$ cat config.mk
export PLATFORM = sky130hd
export DESIGN_NAME = uart_tx_module
export DESIGN_NICKNAME = d
export VERILOG_FILES = /design/src/rtl/uart_pkg.sv /design/src/rtl/uart_tx_module_sync_fifo.sv /design/src/rtl/uart_tx_module.sv
export SDC_FILE = /design/constraint.sdc
export NUM_CORES = 1
export LEC_CHECK = 0
export ABC_AREA = 1
export CAP_MARGIN = 5
export CORE_MARGIN = 2
export CORE_UTILIZATION = 45
export DETAILED_ROUTE_END_ITERATION = 10
export GPL_TIMING_DRIVEN = 0
export SYNTH_ARGS = -nofsm -noshare
export SYNTH_HDL_FRONTEND = slang
export SYNTH_SLANG_ARGS = --single-unit
$ cat constraint.sdc
create_clock -name clk -period 2.6 [get_ports clk]
set_input_delay 0.39 -clock clk [delete_from_list [all_inputs] [get_ports clk]]
set_output_delay 0.39 -clock clk [all_outputs]
set_load 0.01 [all_outputs]
$ cat src/rtl/uart_pkg.sv
// Shared types and timing constants for the UART transmit path.
// Defaults mirror the 12 MHz / 9600 baud system configuration.
package uart_pkg;

    typedef enum logic [2:0] {
        IDLE   = 3'd0,
        START  = 3'd1,
        DATA   = 3'd2,
        PARITY = 3'd3,
        STOP   = 3'd4
    } tx_state_t;

    function automatic int clks_per_bit(input int clk_freq, input int baud_rate);
        return clk_freq / baud_rate;
    endfunction

    // Counter width for a range of n values; never narrower than one bit.
    function automatic int cnt_width(input int n);
        return (n > 1) ? $clog2(n) : 1;
    endfunction

    localparam int DEF_CLK_FREQ   = 12_000_000;
    localparam int DEF_BAUD_RATE  = 9600;
    localparam int DEF_DATA_WIDTH = 8;

    localparam int CLKS_PER_BIT = clks_per_bit(DEF_CLK_FREQ, DEF_BAUD_RATE);
    localparam int BAUD_CNT_W   = cnt_width(CLKS_PER_BIT);
    localparam int BIT_CNT_W    = cnt_width(DEF_DATA_WIDTH);

endpackage

$ cat src/rtl/uart_tx_module_sync_fifo.sv
// First-word-fall-through synchronous FIFO feeding the UART transmitter.
// Pointers carry an extra wrap bit; full/empty flags are registered.
module sync_fifo #(
    parameter int DATA_WIDTH      = 8,
    parameter int FIFO_DEPTH      = 16,
    parameter int FIFO_ADDR_WIDTH = 4
) (
    input  logic                  clk,
    input  logic                  rst,
    input  logic                  wr_en,
    input  logic                  rd_en,
    input  logic [DATA_WIDTH-1:0] din,
    output logic [DATA_WIDTH-1:0] dout,
    output logic                  full,
    output logic                  empty
);

    logic [DATA_WIDTH-1:0]    mem_q [FIFO_DEPTH];
    logic [FIFO_ADDR_WIDTH:0] wr_ptr_q, wr_ptr_d;
    logic [FIFO_ADDR_WIDTH:0] rd_ptr_q, rd_ptr_d;
    logic                     full_q, full_d;
    logic                     empty_q, empty_d;
    logic                     push, pop;

    // NOTE: every always_comb output gets a default first so no path leaves it unassigned (no latch).
    always_comb begin
        pop      = rd_en & ~empty_q;
        // A full FIFO still accepts a write when the same edge frees a slot.
        push     = wr_en & (~full_q | pop);
        wr_ptr_d = wr_ptr_q + {{FIFO_ADDR_WIDTH{1'b0}}, push};
        rd_ptr_d = rd_ptr_q + {{FIFO_ADDR_WIDTH{1'b0}}, pop};
        empty_d  = (wr_ptr_d == rd_ptr_d);
        full_d   = (wr_ptr_d[FIFO_ADDR_WIDTH] != rd_ptr_d[FIFO_ADDR_WIDTH]) &&
                   (wr_ptr_d[FIFO_ADDR_WIDTH-1:0] == rd_ptr_d[FIFO_ADDR_WIDTH-1:0]);
    end

    // NOTE: sequential state uses non-blocking assignments so all flops update together at the edge.
    always_ff @(posedge clk or posedge rst) begin
        if (rst) begin
            wr_ptr_q <= '0;
            rd_ptr_q <= '0;
            full_q   <= 1'b0;
            empty_q  <= 1'b1;
        end else begin
            wr_ptr_q <= wr_ptr_d;
            rd_ptr_q <= rd_ptr_d;
            full_q   <= full_d;
            empty_q  <= empty_d;
        end
    end

    // NOTE: storage is not reset; the pointers alone decide which words are valid.
    always_ff @(posedge clk) begin
        if (push) begin
            mem_q[wr_ptr_q[FIFO_ADDR_WIDTH-1:0]] <= din;
        end
    end

    assign dout  = mem_q[rd_ptr_q[FIFO_ADDR_WIDTH-1:0]];
    assign full  = full_q;
    assign empty = empty_q;

endmodule

$ cat src/rtl/uart_tx_module.sv
// UART 8N1 transmitter: FIFO-buffered bytes serialised LSB-first on tx_o.
// Define UART_TX_PARITY_EN to insert an even-parity bit between data and stop.
module uart_tx_module
    import uart_pkg::*;
#(
    parameter int DATA_WIDTH      = 8,
    parameter int FIFO_DEPTH      = 16,
    parameter int FIFO_ADDR_WIDTH = 4,
    parameter int CLK_FREQ        = 12_000_000,
    parameter int BAUD_RATE       = 9600
) (
    input  logic                  clk,
    input  logic                  rst,
    input  logic                  wr_en,
    input  logic [DATA_WIDTH-1:0] din_i,
    output logic                  tx_o,
    output logic                  tx_busy,
    output logic                  fifo_full,
    output logic                  fifo_empty,
    output logic                  overflow_o
);

    localparam int CPB    = clks_per_bit(CLK_FREQ, BAUD_RATE);
    localparam int BAUD_W = cnt_width(CPB);
    localparam int BIT_W  = cnt_width(DATA_WIDTH);
    localparam logic [BAUD_W-1:0] BAUD_LAST = BAUD_W'(CPB - 1);
    localparam logic [BIT_W-1:0]  BIT_LAST  = BIT_W'(DATA_WIDTH - 1);

    tx_state_t             state_q, state_d;
    logic [BAUD_W-1:0]     baud_q, baud_d;
    logic [BIT_W-1:0]      bit_q, bit_d;
    logic [DATA_WIDTH-1:0] shift_q, shift_d;
    logic                  tx_q, tx_d;
    logic                  overflow_q, overflow_d;
    logic                  pop;
    logic                  baud_end;
    logic [DATA_WIDTH-1:0] fifo_dout;
`ifdef UART_TX_PARITY_EN
    logic                  parity_q, parity_d;
`endif

    sync_fifo #(
        .DATA_WIDTH     (DATA_WIDTH),
        .FIFO_DEPTH     (FIFO_DEPTH),
        .FIFO_ADDR_WIDTH(FIFO_ADDR_WIDTH)
    ) u_fifo (
        .clk  (clk),
        .rst  (rst),
        .wr_en(wr_en),
        .rd_en(pop),
        .din  (din_i),
        .dout (fifo_dout),
        .full (fifo_full),
        .empty(fifo_empty)
    );

    assign baud_end = (baud_q == BAUD_LAST);

    always_comb begin
        state_d = state_q;
        baud_d  = baud_q;
        bit_d   = bit_q;
        shift_d = shift_q;
        pop     = 1'b0;
`ifdef UART_TX_PARITY_EN
        parity_d = parity_q;
`endif
        case (state_q)
            IDLE: begin
                baud_d = '0;
                bit_d  = '0;
                if (!fifo_empty) begin
                    pop     = 1'b1;
                    shift_d = fifo_dout;
`ifdef UART_TX_PARITY_EN
                    parity_d = ^fifo_dout;
`endif
                    state_d = START;
                end
            end
            START: begin
                if (baud_end) begin
                    baud_d  = '0;
                    state_d = DATA;
                end else begin
                    baud_d = baud_q + 1'b1;
                end
            end
            DATA: begin
                if (baud_end) begin
                    baud_d  = '0;
                    shift_d = shift_q >> 1;
                    if (bit_q == BIT_LAST) begin
                        bit_d = '0;
`ifdef UART_TX_PARITY_EN
                        state_d = PARITY;
`else
                        state_d = STOP;
`endif
                    end else begin
                        bit_d = bit_q + 1'b1;
                    end
                end else begin
                    baud_d = baud_q + 1'b1;
                end
            end
`ifdef UART_TX_PARITY_EN
            PARITY: begin
                if (baud_end) begin
                    baud_d  = '0;
                    state_d = STOP;
                end else begin
                    baud_d = baud_q + 1'b1;
                end
            end
`endif
            STOP: begin
                if (baud_end) begin
                    baud_d = '0;
                    // Chain straight into the next frame so queued bytes leave with no idle gap.
                    if (!fifo_empty) begin
                        pop     = 1'b1;
                        shift_d = fifo_dout;
`ifdef UART_TX_PARITY_EN
                        parity_d = ^fifo_dout;
`endif
                        state_d = START;
                    end else begin
                        state_d = IDLE;
                    end
                end else begin
                    baud_d = baud_q + 1'b1;
                end
            end
            default: state_d = IDLE;
        endcase
        overflow_d = overflow_q | (wr_en & fifo_full & ~pop);
    end

    // The line level is registered from the current state, so tx_o trails the FSM by one clock.
    always_comb begin
        tx_d = 1'b1;
        case (state_q)
            START: tx_d = 1'b0;
            DATA:  tx_d = shift_q[0];
`ifdef UART_TX_PARITY_EN
            PARITY: tx_d = parity_q;
`endif
            default: tx_d = 1'b1;
        endcase
    end

    always_ff @(posedge clk or posedge rst) begin
        if (rst) begin
            state_q    <= IDLE;
            baud_q     <= '0;
            bit_q      <= '0;
            shift_q    <= '0;
            tx_q       <= 1'b1;
            overflow_q <= 1'b0;
`ifdef UART_TX_PARITY_EN
            parity_q   <= 1'b0;
`endif
        end else begin
            state_q    <= state_d;
            baud_q     <= baud_d;
            bit_q      <= bit_d;
            shift_q    <= shift_d;
            tx_q       <= tx_d;
            overflow_q <= overflow_d;
`ifdef UART_TX_PARITY_EN
            parity_q   <= parity_d;
`endif
        end
    end

    assign tx_o       = tx_q;
    assign tx_busy    = (state_q != IDLE);
    assign overflow_o = overflow_q;

endmodule

**Yosys cells after proc, flatten, opt, wreduce, memory -nomap -nowiden**

Memory sizes are Yosys's and may differ from the RTL's.
Cells that the tools add are included.

- $add $sub $neg: 4
- Equality and inequality tests: 13
- Multiplexer cells: 22
- Bitwise gates (word level): 9
- Reductions and logical operators: 10

Operators by type and width:

| operator | number |
|---|---|
| $mux 8 | 3 |
| $pmux 8 s3 | 1 |
| $pmux 11 s2 | 1 |
| $mux 3 | 7 |
| $pmux 3 s4 | 1 |
| $add 11x1->11 const B | 1 |
| $eq 11x11->1 const B | 1 |
| $mux 11 | 1 |
| $add 5x1->5 | 2 |
| $ne 2x2->1 const B | 5 |
| $eq 3x3->1 const B | 2 |
| $pmux 3 s2 | 1 |
| $reduce_bool 3->1 | 2 |
| $eq 5x5->1 | 1 |
| $mux 1 | 5 |
| $reduce_and 5->1 | 1 |
| $and 1x1->1 | 4 |
| $eq 4x4->1 | 1 |
| $pmux 1 s2 | 2 |
| $reduce_bool 2->1 | 2 |
| $add 3x1->3 const B | 1 |
| $eq 3x1->1 const B | 1 |
| $eq 3x2->1 const B | 1 |
| $logic_not 3->1 | 1 |
| 7 further kinds | 10 |

- Bits in registers: 39
- Memory bits (writable): 128
- Output and inout bits: 5
- Word-level logic and storage cells: 69
- Memories: 1

Memory list:

| memory | depth | width | rd ports | clocked after memory_dff | write ports | line | text |
|---|---|---|---|---|---|---|---|
| u_fifo.mem_q | 16 | 8 | 1 | 0 | 1 | uart_tx_module_sync_fifo.sv:18 | `logic [DATA_WIDTH-1:0] mem_q [FIFO_DEPTH];` |

**Depth between registers and ports, before layout**

Gate-level depths: netlist of run 1.

- Word-level depth: 9
- Gate-level depth with buffers: 18
- Gate-level depth less buffers: 17

**Modules after synthesis**

Synthesis of run 1 repeated with hierarchy kept, for this count alone.

- Cell total of the unflattened synthesis: 712
- Area total of the unflattened synthesis: 7,325.8 um2

By module, submodules not included:

| module | instances | cells an instance | area each (um2) | seq. area each (um2) |
|---|---|---|---|---|
| sync_fifo | 1 | 493 | 5,750.5 | 4,145.2 |
| uart_tx_module | 1 | 219 | 1,575.3 | 676.9 |

**Worst setup path before layout of run 1**

Ideal clock, no wire load.

- Path type: reg2reg
- Start point: reg baud_q[0]
- End point: reg u_fifo.full_q, in the netlist u_fifo.full
- Library setup time: 0.116 ns
- Data arrival time: 2.215 ns
- Path slack: 0.269 ns
- Cell stages (with the launch flop): 18
- Buffers on the path: 1
- Period minus slack after synthesis: 2.331 ns
- Cell sequence: dfrtp_1 > ha_1 > nand2_1 > nor3_2 > nand3_4 > nand2_2 > nand2_2 > nand2_2 > nand2_4 > buf_6 > inv_1 > ha_1 > ha_1 > xor2_1 > xor2_1 > nor2_1 > nand2_1 > nor2_1

- Longest elaborated chain between the ends: 9
- Elaborated cells between the ends (all ways): 11
- Classes of those cells: 2 x add/sub; 3 x eq/ne; 2 x mux; 3 x bitwise; 1 x reduce/logical

RTL lines:

| what | line | text |
|---|---|---|
| start, declared | uart_tx_module.sv:30 | `logic [BAUD_W-1:0] baud_q, baud_d;` |
| start signal, assigned | uart_tx_module.sv:166 | `baud_q <= baud_d;` |
| $eq 11x11->1 | uart_tx_module.sv:57 | `assign baud_end = (baud_q == BAUD_LAST);` |
| $mux 1 | uart_tx_module.sv:118 | `if (baud_end) begin` |
| $pmux 1 s2 | uart_tx_module.sv:68 | `case (state_q)` |
| $and 1x1->1 | uart_tx_module_sync_fifo.sv:27 | `pop = rd_en & ~empty_q;` |
| $or 1x1->1 | uart_tx_module_sync_fifo.sv:29 | `push = wr_en & (~full_q \| pop);` |
| $and 1x1->1 | uart_tx_module_sync_fifo.sv:29 |  |
| $add 5x1->5 | uart_tx_module_sync_fifo.sv:30 | `wr_ptr_d = wr_ptr_q + {{FIFO_ADDR_WIDTH{1'b0}}, push};` |
| net u_fifo.wr_ptr_d[2] | uart_tx_module_sync_fifo.sv:19 | `logic [FIFO_ADDR_WIDTH:0] wr_ptr_q, wr_ptr_d;` |
| $eq 4x4->1 | uart_tx_module_sync_fifo.sv:34 | `(wr_ptr_d[FIFO_ADDR_WIDTH-1:0] == rd_ptr_d[FIFO_ADDR_WIDTH-1:0]);` |
| $logic_and 1x1->1 | uart_tx_module_sync_fifo.sv:33 | `full_d = (wr_ptr_d[FIFO_ADDR_WIDTH] != rd_ptr_d[FIFO_ADDR_WIDTH]) &&` |
| net u_fifo.full_d | uart_tx_module_sync_fifo.sv:21 | `logic full_q, full_d;` |
| end signal, assigned | uart_tx_module_sync_fifo.sv:47 | `full_q <= full_d;` |
| end, declared | uart_tx_module_sync_fifo.sv:21 |  |

The timed path passes the listed nets, and every way through them passes these cells.
A chain may end at the register's enable or synchronous reset.

**Worst setup path in the final report of run 1**

- Start point: reg baud_q[1]
- End point: mem u_fifo.mem_q[12][5] (enable)

- Longest elaborated chain between the ends: 8

RTL lines:

| what | line | text |
|---|---|---|
| $eq 11x11->1 | uart_tx_module.sv:57 |  |
| $mux 1 | uart_tx_module.sv:118 |  |
| $pmux 1 s2 | uart_tx_module.sv:68 |  |
| $and 1x1->1 | uart_tx_module_sync_fifo.sv:27 |  |
| $or 1x1->1 | uart_tx_module_sync_fifo.sv:29 |  |
| $and 1x1->1 | uart_tx_module_sync_fifo.sv:29 |  |
| $mux 1 | uart_tx_module_sync_fifo.sv:54 | `if (push) begin` |
| $mux 1 (implied by the code) | uart_tx_module_sync_fifo.sv:55 | `mem_q[wr_ptr_q[FIFO_ADDR_WIDTH-1:0]] <= din;` |
| end, declared | uart_tx_module_sync_fifo.sv:18 |  |

Every way passes these cells.

==> impl_metrics.json, run 1 <==
{
  "layout.nets": 826,
  "number_of_distinct_library_cells_after_synthesis": 36,
  "synth.net_count": 781,
  "number_of_instances_in_the_synthesized_netlist": 762,
  "synthesis.area_um2": 7550,
  "max_cap_viol_count": 0,
  "clkLatencyLatePin_ns": 0.43,
  "gpl.final_weighted_congestion": 0.974,
  "grt_first_pass_wirelength_um": 27800,
  "avgViaCountPerCell": 5.05,
  "crit_path_max_fanout": 8,
  "cts_hold_repair.buffers": 0,
  "drt_iter0_drc": 479,
  "die_width_um": 134,
  "worst_r2r_startpoint": "baud_q[1]$_DFFE_PP0P_",
  "num_antenna_cells": 0,
  "grt_max_degree": 40,
  "clock_path_buffers": 2,
  "layout-drive-gt1-share_pct": 13.3,
  "worst-endpoint-arrival_ns": 2.53,
  "cts-root-buf": "clkbuf_16",
  "cts_made_buffers": 17,
  "finalSetupTns_ns": 0,
  "route.detailed.wl_per_inst_um": 17.0,
  "grt_antenna_before_repair": 0,
  "tritoncts": "done",
  "outcome": "finished, final reports clean",
  "core-area_um2": 16500,
  "powerDensity_nw_per_um2": 773,
  "core.rowCount": 47,
  "critical_path_required_ns": 2.65,
  "setup.worst_path.start_class": "flip-flop",
  "crit_path_end_kind": "flip-flop",
  "ys.warnings.count": 0,
  "hold_violations": 0,
  "area_delta_synth_final_pct": 17.2,
  "detail-route-antenna-nets": 0,
  "leakage_power_nw": 3.73,
  "portBuffers": 15,
  "final_max_slew_viol_count": 0,
  "path_class": "reg -> reg",
  "vdd_ir_drop_max_mv": 0.430,
  "grt_pass1_vias": 5158,
  "initial_core_util_pct": 45.9,
  "routed-via-count": 5257,
  "dp_hpwl_um": 11800,
  "worstSetupStartpoint": "baud_q[1]$_DFFE_PP0P_",
  "die_y_um": 134,
  "clock_transition_time_at_the_flip_flop_clock_pins_of_the_worst_setup_and_hold_paths_ns": 0.06,
  "slew_headroom_pct": 44.5,
  "ctsHtreeMaxLevel": 4,
  "synth_sequential_area_ratio_pct": 63.9,
  "post-route-min-period_ns": 2.48,
  "skew_ns": 0.00688,
  "fp.dieArea_um2": 17800,
  "total_routing_usage_gr_pct": 20.9,
  "worstMarginPinSlew_ns": 0.830,
  "dr.pass1.iters": 5,
  "overflow": 0,
  "hold_slack_ns": 0.452,
  "synthesis.area_per_instance_um2": 9.91,
  "post-route-util_pct": 53.7,
  "drcViolationCount": 0,
  "finalWirelength_um": 17700,
  "timing.final.crit_share_pct": 95.2,
  "ioPinCount": 16,
  "clkSinkCount": 167,
  "fmax_mhz": 404,
  "synth-seq-cells": 167,
  "class_of_the_tightest_hold_or_removal_check": "in -> async",
  "timing.final.setup_violations": 0
}
## power breakdown
part           switching (mW)  total [mW]  internal (mW)
combinational           0.540       0.850          0.310
sequential              0.119        3.27           3.15
clock                    1.03        2.72           1.69
total                    1.69        6.84           5.15
## metrics by stage
step | area (um^2) | worst slack [ns] | instances | power [mW]
finish | 8850 | 0.125 | 1040 | 6.84
global route | 8850 | -0.0649 | 1040 | 7.09
CTS | 8660 | 0.00229 | 1032 | 6.74
detailed placement | 7980 | -0.140 | 997 | 4.02
global placement | 7980 | -0.0674 | 997 | 3.99
floorplan | 7550 | 0.270 | 762 | 3.74
## routing by layer
metal | vias up | GRT usage, % | share of wire [%]
li1 | 2570 | - | -
met5 | - | 0 | 0
met4 | 0 | 7.09 | 2.2
met3 | 29 | 3.84 | 5.7
met2 | 161 | 35.5 | 50
met1 | 2497 | 27.2 | 42
## worst max-delay path: stages, from the launching register on
cell and delay, ns:
dfrtp_1 0.40, inv_2 0.08, ha_4 0.13, nand2_4 0.05
nor3_4 0.24, nand3_4 0.13, nand2_2 0.11, nand2_4 0.07
nand2_4 0.08, nand2_4 0.07, buf_4 0.15, nor2_1 0.61
## kinds of logic (layout without fill, tap and decap cells)
group | Yosys count | after routing | share of synthesized area, %
xor gates and xnor gates | 17 | 17 | 1.97
buffers and inverters | 125 | 183 | 6.78
AOI/OAI and AO/OA | 29 | 29 | 2.39
adders and majority gates | 8 | 8 | 1.33
and+or+nand+nor | 416 | 416 | 23.7
DFF | 167 | 167 | 63.9
## registers in the layout, summed over array words and instances, names as in the netlist
name / cells
u_fifo.empty: 1
overflow_o: 1
baud_q: 11
u_fifo.full: 1
u_fifo.rd_ptr_q: 5
shift_q: 8
u_fifo.wr_ptr_q: 5
u_fifo.mem_q: 128
tx_o: 1
state_q: 3
bit_q: 3
## synthesized netlist by cell type (all sizes together)
cell type	n	share of area, %
nand2	247	13
edfxtp	128	51
nand3	99	6.7
inv	94	4.7
nor2	59	3.4
dfrtp	37	12
buf	20	1.6
o21ai	17	1.3
xor2	11	1.3
clkbuf	9	0.45
ha	8	1.3
nor3	8	0.81
o22ai	6	0.50
xnor2	6	0.70
o211ai	3	0.30
clkinv	2	0.099
dfstp	2	0.70
nand4	2	0.17
a21boi	1	0.099
a21oi	1	0.066
and3	1	0.083
o21bai	1	0.099
## final timing paths
| check | end | slack [ns] | cells past startpoint |
|---|---|---|---|
| setup / recovery | u_fifo.mem_q[12][5]$_DFFE_PP_ | 0.12 | 11 |
| hold / removal | u_fifo.wr_ptr_q[3]$_DFF_PP0_ | 0.45 | 2 |
| setup reg to reg | u_fifo.mem_q[12][5]$_DFFE_PP_ | 0.12 | 11 |
| hold reg to reg | overflow_o$_DFF_PP0_ | 0.48 | 1 |
| max in group asynchronous | baud_q[0]$_DFFE_PP0P_ | 1.57 | 2 |
| min in group clk | overflow_o$_DFF_PP0_ | 0.48 | 1 |
## layout by cell type, fill, tap and decap left out, types with 14 or more instances in the layout
master           count
edfxtp_1           128
clkdlybuf4s50_1     15
nor2_1              42
clkbuf_16           17
buf_4               14
nor2_2              16
inv_1               88
nand2_1            239
dfrtp_1             36
nand3_1             97
## final cells by class
| class | count | area (um^2) |
|---|---|---|
| Clock buffer | 18 | 429 |
| Tap cell | 220 | 275 |
| Fill cell | 1439 | 7620 |
| Sequential cell | 167 | 4820 |
| Multi-Input combinational cell | 470 | 2360 |
| Inverter | 96 | 363 |
| Timing Repair Buffer | 26 | 233 |
| Buffer | 29 | 160 |
| Clock inverter | 14 | 206 |
## timing repair
action / 4_1_cts / 5_1_grt
gates resized for setup: 6 / 27
pin swaps: 1 / 8
endpoints found under the setup margin: 2 / 50
setup buffers: 3 / 8
(Power assumes the default switching activity.)
==> run 2: changes to the inputs <==
- HOLD_SLACK_MARGIN: default -> 0.02
==> results of run 2 <==
Final layout, timing and power as in run 1 (identical DEF).
